$ cat src/rtl/bus_arbiter7.sv
// bus_arbiter7: shares one 8-bit tri-state bus among requesters 1..7.
// Issues a one-hot grant that also drives the drive8 enables, and can limit
// how long one owner keeps the bus. A one-cycle idle gap always separates
// two owners, so two drivers are never enabled in the same cycle.
//
// Request/grant handshake: a[i] is a level request. The owner keeps the bus
// while a[i] stays high (and, if MAXHOLD != 0, until it has held the bus for
// MAXHOLD cycles). A request seen at an arbitration edge is granted at that
// same edge; a request that rises and falls while another owner holds the
// bus is not remembered.
module bus_arbiter7 #(
    parameter int MAXHOLD    = 8,
    parameter int ROUNDROBIN = 0
) (
    input  logic       c,
    input  logic       r,
    input  logic [7:1] a,
    output logic [7:1] g,
    output logic [7:1] e,
    output logic [2:0] y,
    output logic       busy
);

    localparam logic [1:0] ST_IDLE = 2'd0;
    localparam logic [1:0] ST_OWN  = 2'd1;
    localparam logic [1:0] ST_GAP  = 2'd2;

    // Counter only needs to reach MAXHOLD; one bit suffices when unlimited.
    localparam int              CW      = (MAXHOLD < 1) ? 1 : $clog2(MAXHOLD + 1);
    localparam logic [CW-1:0]   CNT_MAX = CW'(MAXHOLD);

    logic [1:0]    state_q, state_d;
    logic [7:1]    grant_q, grant_d;
    logic [2:0]    owner_q, owner_d;
    logic [2:0]    last_q,  last_d;
    logic [CW-1:0] cnt_q,   cnt_d;
    logic          busy_q,  busy_d;

    logic [7:0]    a_ext;
    logic [2:0]    win;
    logic [7:0]    win_onehot;
    logic          release_own;

    // Bit 0 padding lets the owner number (0..7) index requests directly.
    assign a_ext      = {a, 1'b0};
    assign win_onehot = 8'd1 << win;

    // Winner selection: lowest index, or first index after the last owner.
    always_comb begin
        win = 3'd0;
        if (ROUNDROBIN == 0) begin
            for (int i = 7; i >= 1; i--) begin
                if (a_ext[i]) win = 3'(i);
            end
        end else begin
            // Scan order last+1 .. last+7 (wrapping 7 -> 1); the loop runs
            // backwards so the earliest position in that order wins.
            for (int k = 7; k >= 1; k--) begin
                if (a_ext[((int'(last_q) + k - 1) % 7) + 1])
                    win = 3'(((int'(last_q) + k - 1) % 7) + 1);
            end
        end
    end

    // Owner gives up the bus when its request drops or its time is up.
    always_comb begin
        release_own = !a_ext[owner_q];
        if (MAXHOLD != 0 && cnt_q == CNT_MAX) release_own = 1'b1;
    end

    // Next-state logic for the IDLE / OWN / GAP sequence.
    always_comb begin
        state_d = state_q;
        grant_d = grant_q;
        owner_d = owner_q;
        last_d  = last_q;
        cnt_d   = cnt_q;
        case (state_q)
            ST_IDLE, ST_GAP: begin
                if (a != 7'd0) begin
                    state_d = ST_OWN;
                    grant_d = win_onehot[7:1];
                    owner_d = win;
                    cnt_d   = CW'(1);
                end else begin
                    state_d = ST_IDLE;
                    grant_d = 7'd0;
                    owner_d = 3'd0;
                end
            end
            ST_OWN: begin
                if (release_own) begin
                    state_d = ST_GAP;
                    grant_d = 7'd0;
                    owner_d = 3'd0;
                    last_d  = owner_q;
                end else if (!(&cnt_q)) begin
                    // Saturating count: harmless wrap-free when unlimited.
                    cnt_d = cnt_q + 1'b1;
                end
            end
            default: begin
                state_d = ST_IDLE;
                grant_d = 7'd0;
                owner_d = 3'd0;
            end
        endcase
        busy_d = (state_d != ST_IDLE);
    end

    // State registers with synchronous active-low reset.
    always_ff @(posedge c) begin
        if (!r) begin
            state_q <= ST_IDLE;
            grant_q <= 7'd0;
            owner_q <= 3'd0;
            last_q  <= 3'd0;
            cnt_q   <= '0;
            busy_q  <= 1'b0;
        end else begin
            state_q <= state_d;
            grant_q <= grant_d;
            owner_q <= owner_d;
            last_q  <= last_d;
            cnt_q   <= cnt_d;
            busy_q  <= busy_d;
        end
    end

    assign g    = grant_q;
    assign e    = grant_q;
    assign y    = owner_q;
    assign busy = busy_q;

endmodule

$ cat config.mk
export PLATFORM = sky130hd
export DESIGN_NAME = bus_arbiter7
export DESIGN_NICKNAME = d
export VERILOG_FILES = /design/src/rtl/bus_arbiter7.sv
export SDC_FILE = /design/constraint.sdc
export NUM_CORES = 1
export LEC_CHECK = 0
export ABC_AREA = 0
export CORE_UTILIZATION = 41
export DETAILED_ROUTE_END_ITERATION = 12
export GPL_TIMING_DRIVEN = 0
export PLACE_DENSITY = 0.73
export SKIP_CTS_REPAIR_TIMING = 1
export SLEW_MARGIN = 20
export SYNTH_ARGS = -nofsm -noshare
export SYNTH_HDL_FRONTEND = slang
export SYNTH_SLANG_ARGS = --single-unit
$ cat constraint.sdc
create_clock -name c -period 1.5 [get_ports c]
set_input_delay 0.225 -clock c [delete_from_list [all_inputs] [get_ports c]]
set_output_delay 0.225 -clock c [all_outputs]
set_load 0.05 [all_outputs]
; ---- Yosys cells after proc, flatten, opt, wreduce, memory -nomap -nowiden
; Cells that the tools add are included.
; Widths: inputs -> output; s select.
[classes]
add_sub_neg = 1
magnitude_cmp = 1
n_eq_ne = 7
shift = 1
muxes = 23
n_reduce_logical = 8
[op_table]
columns = cell, count
row1 = $mux 3, 9
row2 = $mux 7, 2
row3 = $pmux 7 s2, 1
row4 = $mux 4, 3
row5 = $ne 2x2->1 const B, 4
row6 = $pmux 4 s2, 1
row7 = $reduce_and 4->1, 2
row8 = $shl 1x3->8 const A, 1
row9 = $reduce_bool 7->1, 1
row10 = $pmux 3 s2, 1
row11 = $add 4x1->4 const B, 1
row12 = $eq 4x4->1 const B, 1
row13 = $lt 3x4->1 const B, 1
row14 = $pmux 2 s2, 1
row15 = $reduce_bool 2->1, 2
row16 = $bmux 1 s3, 1
row17 = $mux 1, 3
row18 = $eq 2x1->1 const B, 1
row19 = $eq 2x2->1 const B, 1
row20 = $logic_not 2->1, 1
row21 = $mux 2, 1
row22 = $reduce_or 2->1, 1
row23 = $logic_not 1->1, 1
[totals]
regBits = 17
in_bits = 9
output_inout_bits = 18
word_cells = 46

; ---- Longest topological paths before layout
; Gate-level depths: netlist (run 1).
[logic_depth]
ltp_word = 10
mapped_depth = 8
ltp_nobuf = 7

; ---- Worst setup path before layout (run 1)
; OpenSTA, ideal clock, no wires.
[synth_timing]
path_type = register to register
from = register owner_q[1], in the netlist y[1]
to = register cnt_q[2]
setup_ns = 0.121
arrival_time_ns = 1.909
t_required_ns = 1.379
path_slack_ns = -0.530
path_stages_with_launch = 7
path_buffers = 1
period_less_slack_ns = 2.030
path_cell_list = dfxtp_1 mux2_4 a221o_1 nor4b_4 buf_6 a31oi_1 o21ai_1
[synth_between]
elab_chain_cells = 6
[synth_lines]
columns = element, line
row1 = start: declaration, 34  ; logic [2:0] owner_q, owner_d;
row2 = start signal: assignment, 123  ; owner_q <= owner_d;
row3 = $bmux 1 s3, 67  ; release_own = !a_ext[owner_q];
row4 = $mux 1 (implied by the code), 67
row5 = $logic_not 1->1, 67
row6 = $mux 1, 68  ; if (MAXHOLD != 0 && cnt_q == CNT_MAX) release_own = 1'b1;
row7 = $ne 2x2->1 (no line), --
row8 = $reduce_and 4->1 (no line), --
row9 = end signal: assignment, 125  ; cnt_q <= cnt_d;
row10 = end: declaration, 36  ; logic [CW-1:0] cnt_q, cnt_d;
; No other way between the ends. The select of a mux whose other input is x is not followed.
; A chain may end at the register's enable or synchronous reset.

; ---- Worst setup path in the final report (run 1)
[layout_timing]
from = register owner_q[1], in the netlist y[1]
to = register grant_q, in the netlist e[7]
[layout_between]
elab_chain_cells = 5
[layout_lines]
columns = element, line
row1 = $bmux 1 s3, 67
row2 = $mux 1 (implied by the code), 67
row3 = $logic_not 1->1, 67
row4 = $mux 1, 68
row5 = $ne 2x2->1 (no line), --
row6 = end signal: assignment, 122  ; grant_q <= grant_d;
row7 = end: declaration, 33  ; logic [7:1] grant_q, grant_d;
; No other way between the ends. The select of a mux whose other input is x is not followed.

==> impl_metrics.csv, run 1 <==
group,metric,value,unit
run_status,status,"complete, but fails checks",
run_status,violations,"negative setup slack",
synthesis,synth_edf_count,0,
placement,place_hpwl,1.53,mm
sta,tightest_slew,0.518,ns
worst_setup_path,reg2reg_setup_slack,-0.23,ns
synthesis,synthesis.nets,121,
synthesis,ys_ff_latch,17,
synthesis,ys_types,35,
cts,cts_buffers,3,
sta,fin_ws,-0.230,ns
global_routing,overflow,0,
drt,vias,895,
layout,stdcell_count,168,
synthesis,yosysMostFrequentCell,"dfxtp_1",
worst_setup_path,crit_start,"y[1]$_SDFFE_PN0P_",
layout,area_delta_synth_final,46.2,%
drt,ant_nets,0,
cts,cts.path.max_buffers,2,
layout,n_antenna_cell,0,
synthesis,async_reset_ff_share,0,%
drt,route.detailed.drc,0,
cts,cts.sinks,17,
sta,timing.final.crit_share,115,%
pwr,p_leak,0.000830,uW
cts,root_buffer,"clkbuf_4",
worst_setup_path,worstSetupEndpointType,"flop",
worst_setup_path,startpoint_type,"flop",
synthesis,synthCells,110,
sta,rsz0062_at_grt,"true",
synthesis,synth_top_cell_by_area,"dfxtp_1",
cts,cts_max_level,1,
floorplan,ios,27,
global_routing,track_usage,19.0,%
placement,io_buffer_count,25,
placement,place.gp.congestion,0.837,
pwr,max-vdd-ir-drop,0.000663,V
synthesis,yosys.area.top_type_share,36.2,%
floorplan,initial_core_util,45.6,%
layout,nNetsFinal,153,
layout,fin_util,66.6,%
drt,viasPerCell,5.33,
synthesis,synth-main-ff-cell,"dfxtp_1",
synthesis,ys_warn_count,0,
worst_setup_path,r2r-start,"y[1]$_SDFFE_PN0P_",
worst_setup_path,crit_fanout,6,
drt,routedWlPerCell,13.8,um
worst_setup_path,worstRegToRegCells,6,
global_routing,first_global_vias,842,
sta,hold_viol,0,
synthesis,syn-cell-area,940,um^2
sta,max_freq,578,MHz
synthesis,avgSynthCellArea,8.54,um^2
floorplan,die_x,49.9,um
worst_setup_path,crit_type,"reg2reg",
global_routing,grt_max_degree,11,
cts,clkTransAtPathRegs,0.10,ns
drt,wirelength,2.31,mm
floorplan,die_h,49.9,um
pwr,power_density,707,nW/um^2
sta,slew_viol_final,0,
worst_setup_path,regToRegEndpoint,"e[7]$_SDFFE_PN0P_",
worst_setup_path,cp_data_arrival_time,1.91,ns
placement,placedCellCount,162,
flow_run,max-cap-violations,0,
synthesis,synth_area_leaders,"dfxtp_1 36%, nor2b_1 7.3%, buf_4 5.6%",
floorplan,die-area,2490,um^2
synthesis,yosysSeqAreaShare,36.2,%
layout,drive_above_1_share,24.1,%
floorplan,rows,16,
sta,setup_viol,15,
floorplan,placeableCoreArea,2060,um^2
min_path,min_from,"r",
min_path,holdCritPathClass,"in2reg",
sta,slew-limit-headroom,65.4,%
sta,tns,-2.33,ns
sta,clock_skew,0.00448,ns
cts,cts_tree,"done",
drt,drt_iter0_drc,8,
sta,layout_min_cycle_time,1.73,ns
synthesis,synth_common_cells,"17 x dfxtp_1, 11 x nand2_1, 11 x nor2b_1",
worst_setup_path,crit_end,"e[7]$_SDFFE_PN0P_",
global_routing,grt_pass1_wl,3.64,mm
global_routing,antenna_found_initial,0,
worst_setup_path,critPathRequiredTime,1.68,ns
cts,clkLatencyLatePin,0.28,ns
drt,first_pass_iters,4,
placed cells by master, fill, tap and decap left out, types with 2 or more instances in the layout:
| cell | synthesis | layout |
|---|---|---|
| nand2b_1 | 3 | 3 |
| o21ai_1 | 1 | 3 |
| nand2_1 | 11 | 8 |
| clkdlybuf4s50_1 | 0 | 3 |
| inv_1 | 4 | 3 |
| dfxtp_2 | 0 | 3 |
| clkbuf_4 | 0 | 3 |
| nor2_1 | 9 | 8 |
| nand2_2 | 0 | 3 |
| a21boi_1 | 4 | 4 |
| dfxtp_1 | 17 | 12 |
| dfxtp_4 | 0 | 2 |
| o21a_1 | 2 | 2 |
| a31oi_1 | 2 | 2 |
| mux2_2 | 2 | 2 |
| buf_4 | 7 | 9 |
| clkbuf_1 | 2 | 3 |
| dlymetal6s2s_1 | 0 | 22 |
| a21oi_1 | 7 | 5 |
| o21ai_0 | 5 | 3 |
| a22oi_1 | 3 | 2 |
| a21oi_2 | 0 | 2 |
| nor2b_1 | 11 | 11 |
critical path: stages, from the launching register on:
cell and delay (ns):
dfxtp_4 0.40, mux2_4 0.30, a221o_1 0.36, nor4b_4 0.16, buf_4 0.17, a22oi_1 0.17
nor2b_1 0.06
where the power goes:
group	switching (uW)	internal, uW
Clock	140	103
Combinational	136	101
Sequential	20.3	470
Total	297	674
flip-flops by register name, indices dropped and copies added (netlist names):
| register | count |
|---|---|
| busy | 1 |
| cnt_q | 4 |
| y | 3 |
| e | 7 |
| state_q | 2 |
layout make-up:
class	count	area, um^2
fillers	174	688
multi-input cells	79	556
flip-flops and latches	17	352
repair buffers	27	320
plain buffers	10	71.3
well taps	27	33.8
clock buffers	4	26.3
inverters	4	15.0
metrics by stage:
step,hold slack [ns],setup slack (ns),power (uW),area (um^2)
global placement,0.453,-0.708,723,1240
finish,0.323,-0.230,971,1370
global route,0.346,-0.320,1020,1370
detailed placement,0.460,-0.693,726,1240
floorplan,0.396,-0.216,647,952
CTS,0.326,-0.402,967,1260
per-layer routing:
layer | vias to the layer above | track usage (%) | routed length [um]
li1 | 442 | - | -
met1 | 430 | 24.0 | 981
met2 | 21 | 32.0 | 1220
met3 | 2 | 3.09 | 91
met4 | 0 | 7.62 | 18
met5 | - | 0 | 0
cell families after synthesis:
group	after synthesis	share of synthesized area, %
AND/OR/NAND/NOR	41	23.8
multiplexers	3	3.99
AO/OA/AOI/OAI	33	24.1
flip-flops	17	36.2
adder cells (fa/ha/maj)	2	2.66
buffers and inverters	14	9.19
how the worst min path moves through the flow:
stage,slack [ns],cells past startpoint,to
after CTS,0.33,3,cnt_q[2]$_SDFFE_PN0P_
after global routing,0.35,3,cnt_q[2]$_SDFFE_PN0P_
final,0.32,3,cnt_q[1]$_SDFFE_PN0P_
after global placement,0.45,2,e[5]$_SDFFE_PN0P_
after floorplan,0.40,2,e[2]$_SDFFE_PN0P_
after detailed placement,0.46,2,e[5]$_SDFFE_PN0P_
Note: power is estimated with default switching activity, not from simulation.
==> run 2: changes to the inputs <==
--- a/config.mk
+++ b/config.mk
@@ -9,7 +9,7 @@
 export CORE_UTILIZATION = 41
 export DETAILED_ROUTE_END_ITERATION = 12
 export GPL_TIMING_DRIVEN = 0
-export PLACE_DENSITY = 0.73
+export PLACE_DENSITY_LB_ADDON = 0.12
 export SKIP_CTS_REPAIR_TIMING = 1
 export SLEW_MARGIN = 20
 export SYNTH_ARGS = -nofsm -noshare
==> impl_metrics.csv, run 2 (synthesis gave the netlist of run 1 again) <==
group,metric,value,unit
run_status,status,"complete, but fails checks",
run_status,violations,"negative setup slack",
layout,largest_register_ffs,7,
pwr,max-vdd-ir-drop,0.000767,V
layout,drive_above_1_share,24.5,%
global_routing,grt_max_degree,11,
sta,tightest_slew,0.509,ns
global_routing,grt_pass1_wl,3.59,mm
min_path,holdCritPathClass,"in2reg",
drt,route.detailed.drc,0,
cts,root_buffer,"clkbuf_4",
floorplan,die-area,2490,um^2
worst_setup_path,worstRegToRegCells,6,
cts,cts.sinks,17,
sta,layout_min_cycle_time,1.77,ns
layout,nNetsFinal,155,
global_routing,track_usage,19.2,%
cts,clkTransAtPathRegs,0.11,ns
sta,fin_ws,-0.274,ns
floorplan,die_x,49.9,um
placement,io_buffer_count,25,
worst_setup_path,r2r-start,"y[1]$_SDFFE_PN0P_",
drt,vias,900,
sta,clock_skew,0.0131,ns
cts,cts_buffers,3,
floorplan,rows,16,
layout,n_antenna_cell,0,
cts,cts.path.max_buffers,2,
worst_setup_path,regToRegEndpoint,"cnt_q[2]$_SDFFE_PN0P_",
pwr,p_leak,0.000842,uW
flow_run,max-cap-violations,0,
drt,wirelength,2.29,mm
sta,holdWs,0.298,ns
sta,hold_viol,0,
drt,ant_nets,0,
worst_setup_path,crit_end,"cnt_q[2]$_SDFFE_PN0P_",
global_routing,overflow,0,
sta,slew-limit-headroom,66.0,%
layout,area_delta_synth_final,48.1,%
worst_setup_path,startpoint_type,"flop",
drt,first_pass_iters,4,
cts,cts_max_level,1,
sta,setup_viol,15,
worst_setup_path,crit_type,"reg2reg",
layout,layout_common_cells,"22 x dlymetal6s2s_1, 12 x dfxtp_1, 11 x nor2b_1, 11 x buf_4, 10 x nand2_1",
floorplan,die_h,49.9,um
placement,place.gp.congestion,0.878,
global_routing,first_global_vias,856,
drt,viasPerCell,5.29,
sta,timing.final.crit_share,118,%
drt,drt_iter0_drc,14,
sta,slew_viol_final,0,
worst_setup_path,crit_fanout,6,
sta,rsz0062_at_grt,"true",
floorplan,initial_core_util,45.6,%
worst_setup_path,reg2reg_setup_slack,-0.27,ns
layout,layout_commonest_cell,"dlymetal6s2s_1",
global_routing,antenna_found_initial,0,
cts,cts_tree,"done",
cts,clkLatencyLatePin,0.31,ns
worst_setup_path,worstSetupEndpointType,"flop",
floorplan,ios,27,
sta,max_freq,564,MHz
pwr,power_density,710,nW/um^2
worst_setup_path,cp_data_arrival_time,1.98,ns
drt,routedWlPerCell,13.5,um
placement,place_hpwl,1.57,mm
sta,tns,-2.69,ns
worst_setup_path,critPathRequiredTime,1.71,ns
floorplan,placeableCoreArea,2060,um^2
worst_setup_path,crit_start,"y[1]$_SDFFE_PN0P_",
==> run 2: cell count changes in the layout (fill, tap and decap cells not counted) <==
cell	delta
nand2_2	-2
o22ai_2	+1
inv_2	-1
clkinv_2	+1
buf_4	+2
clkbuf_1	-1
nand2_1	+2
o22ai_1	-1
inv_1	+1
==> run 2: worst min-delay path by stage <==
stage / from / endpoint / slack [ns] / depth (start not counted)
after global placement: e[5]$_SDFFE_PN0P_ / e[5]$_SDFFE_PN0P_ / 0.45 / 2
after global routing: r / state_q[1]$_SDFF_PN0_ / 0.36 / 3
after detailed placement: e[4]$_SDFFE_PN0P_ / e[4]$_SDFFE_PN0P_ / 0.46 / 2
after floorplan: a[2] / e[2]$_SDFFE_PN0P_ / 0.40 / 2
final: r / cnt_q[1]$_SDFFE_PN0P_ / 0.30 / 3
after CTS: r / cnt_q[1]$_SDFFE_PN0P_ / 0.30 / 3
==> run 2: where the power goes <==
part	internal [uW]	switching [uW]
clock	99.6	156
combinational	106	142
sequential	470	16.0
total	675	313
==> run 2: per-layer routing <==
layer	track usage (%)	wire length [um]	vias to the layer above	share of wire (%)
li1	-	-	448	-
met1	21.0	961	428	42
met2	34.5	1190	19	52
met3	5.86	115	5	5.0
met4	6.67	21	0	0.92
met5	0	0	-	0
==> run 2: layout make-up <==
cell class,instances,area (um^2)
flip-flops and latches,17,352
multi-input cells,79,557
clock buffers,3,22.5
clock inverters,1,5.00
well taps,27,33.8
inverters,4,15.0
repair buffers,29,335
plain buffers,10,71.3
fillers,167,671
==> run 2: worst max-delay path, stage by stage (launching register included) <==
cell     delay [ns]
dfxtp_4        0.39
mux2_4         0.30
a221o_1        0.41
nor4b_4        0.18
buf_4          0.17
a31oi_1        0.16
o21ai_1        0.08
==> run 2: per-stage QoR <==
step / util [%] / worst slack (ns) / area (um^2) / total power (uW) / instances
after floorplan: - / -0.216 / 952 / 647 / 110
after global routing: 67.5 / -0.334 / 1390 / 1030 / 170
after CTS: 61.3 / -0.392 / 1260 / 976 / 166
final: 67.5 / -0.274 / 1390 / 988 / 170
after global placement: 60.0 / -0.701 / 1240 / 723 / 162
after detailed placement: 60.0 / -0.708 / 1240 / 727 / 162
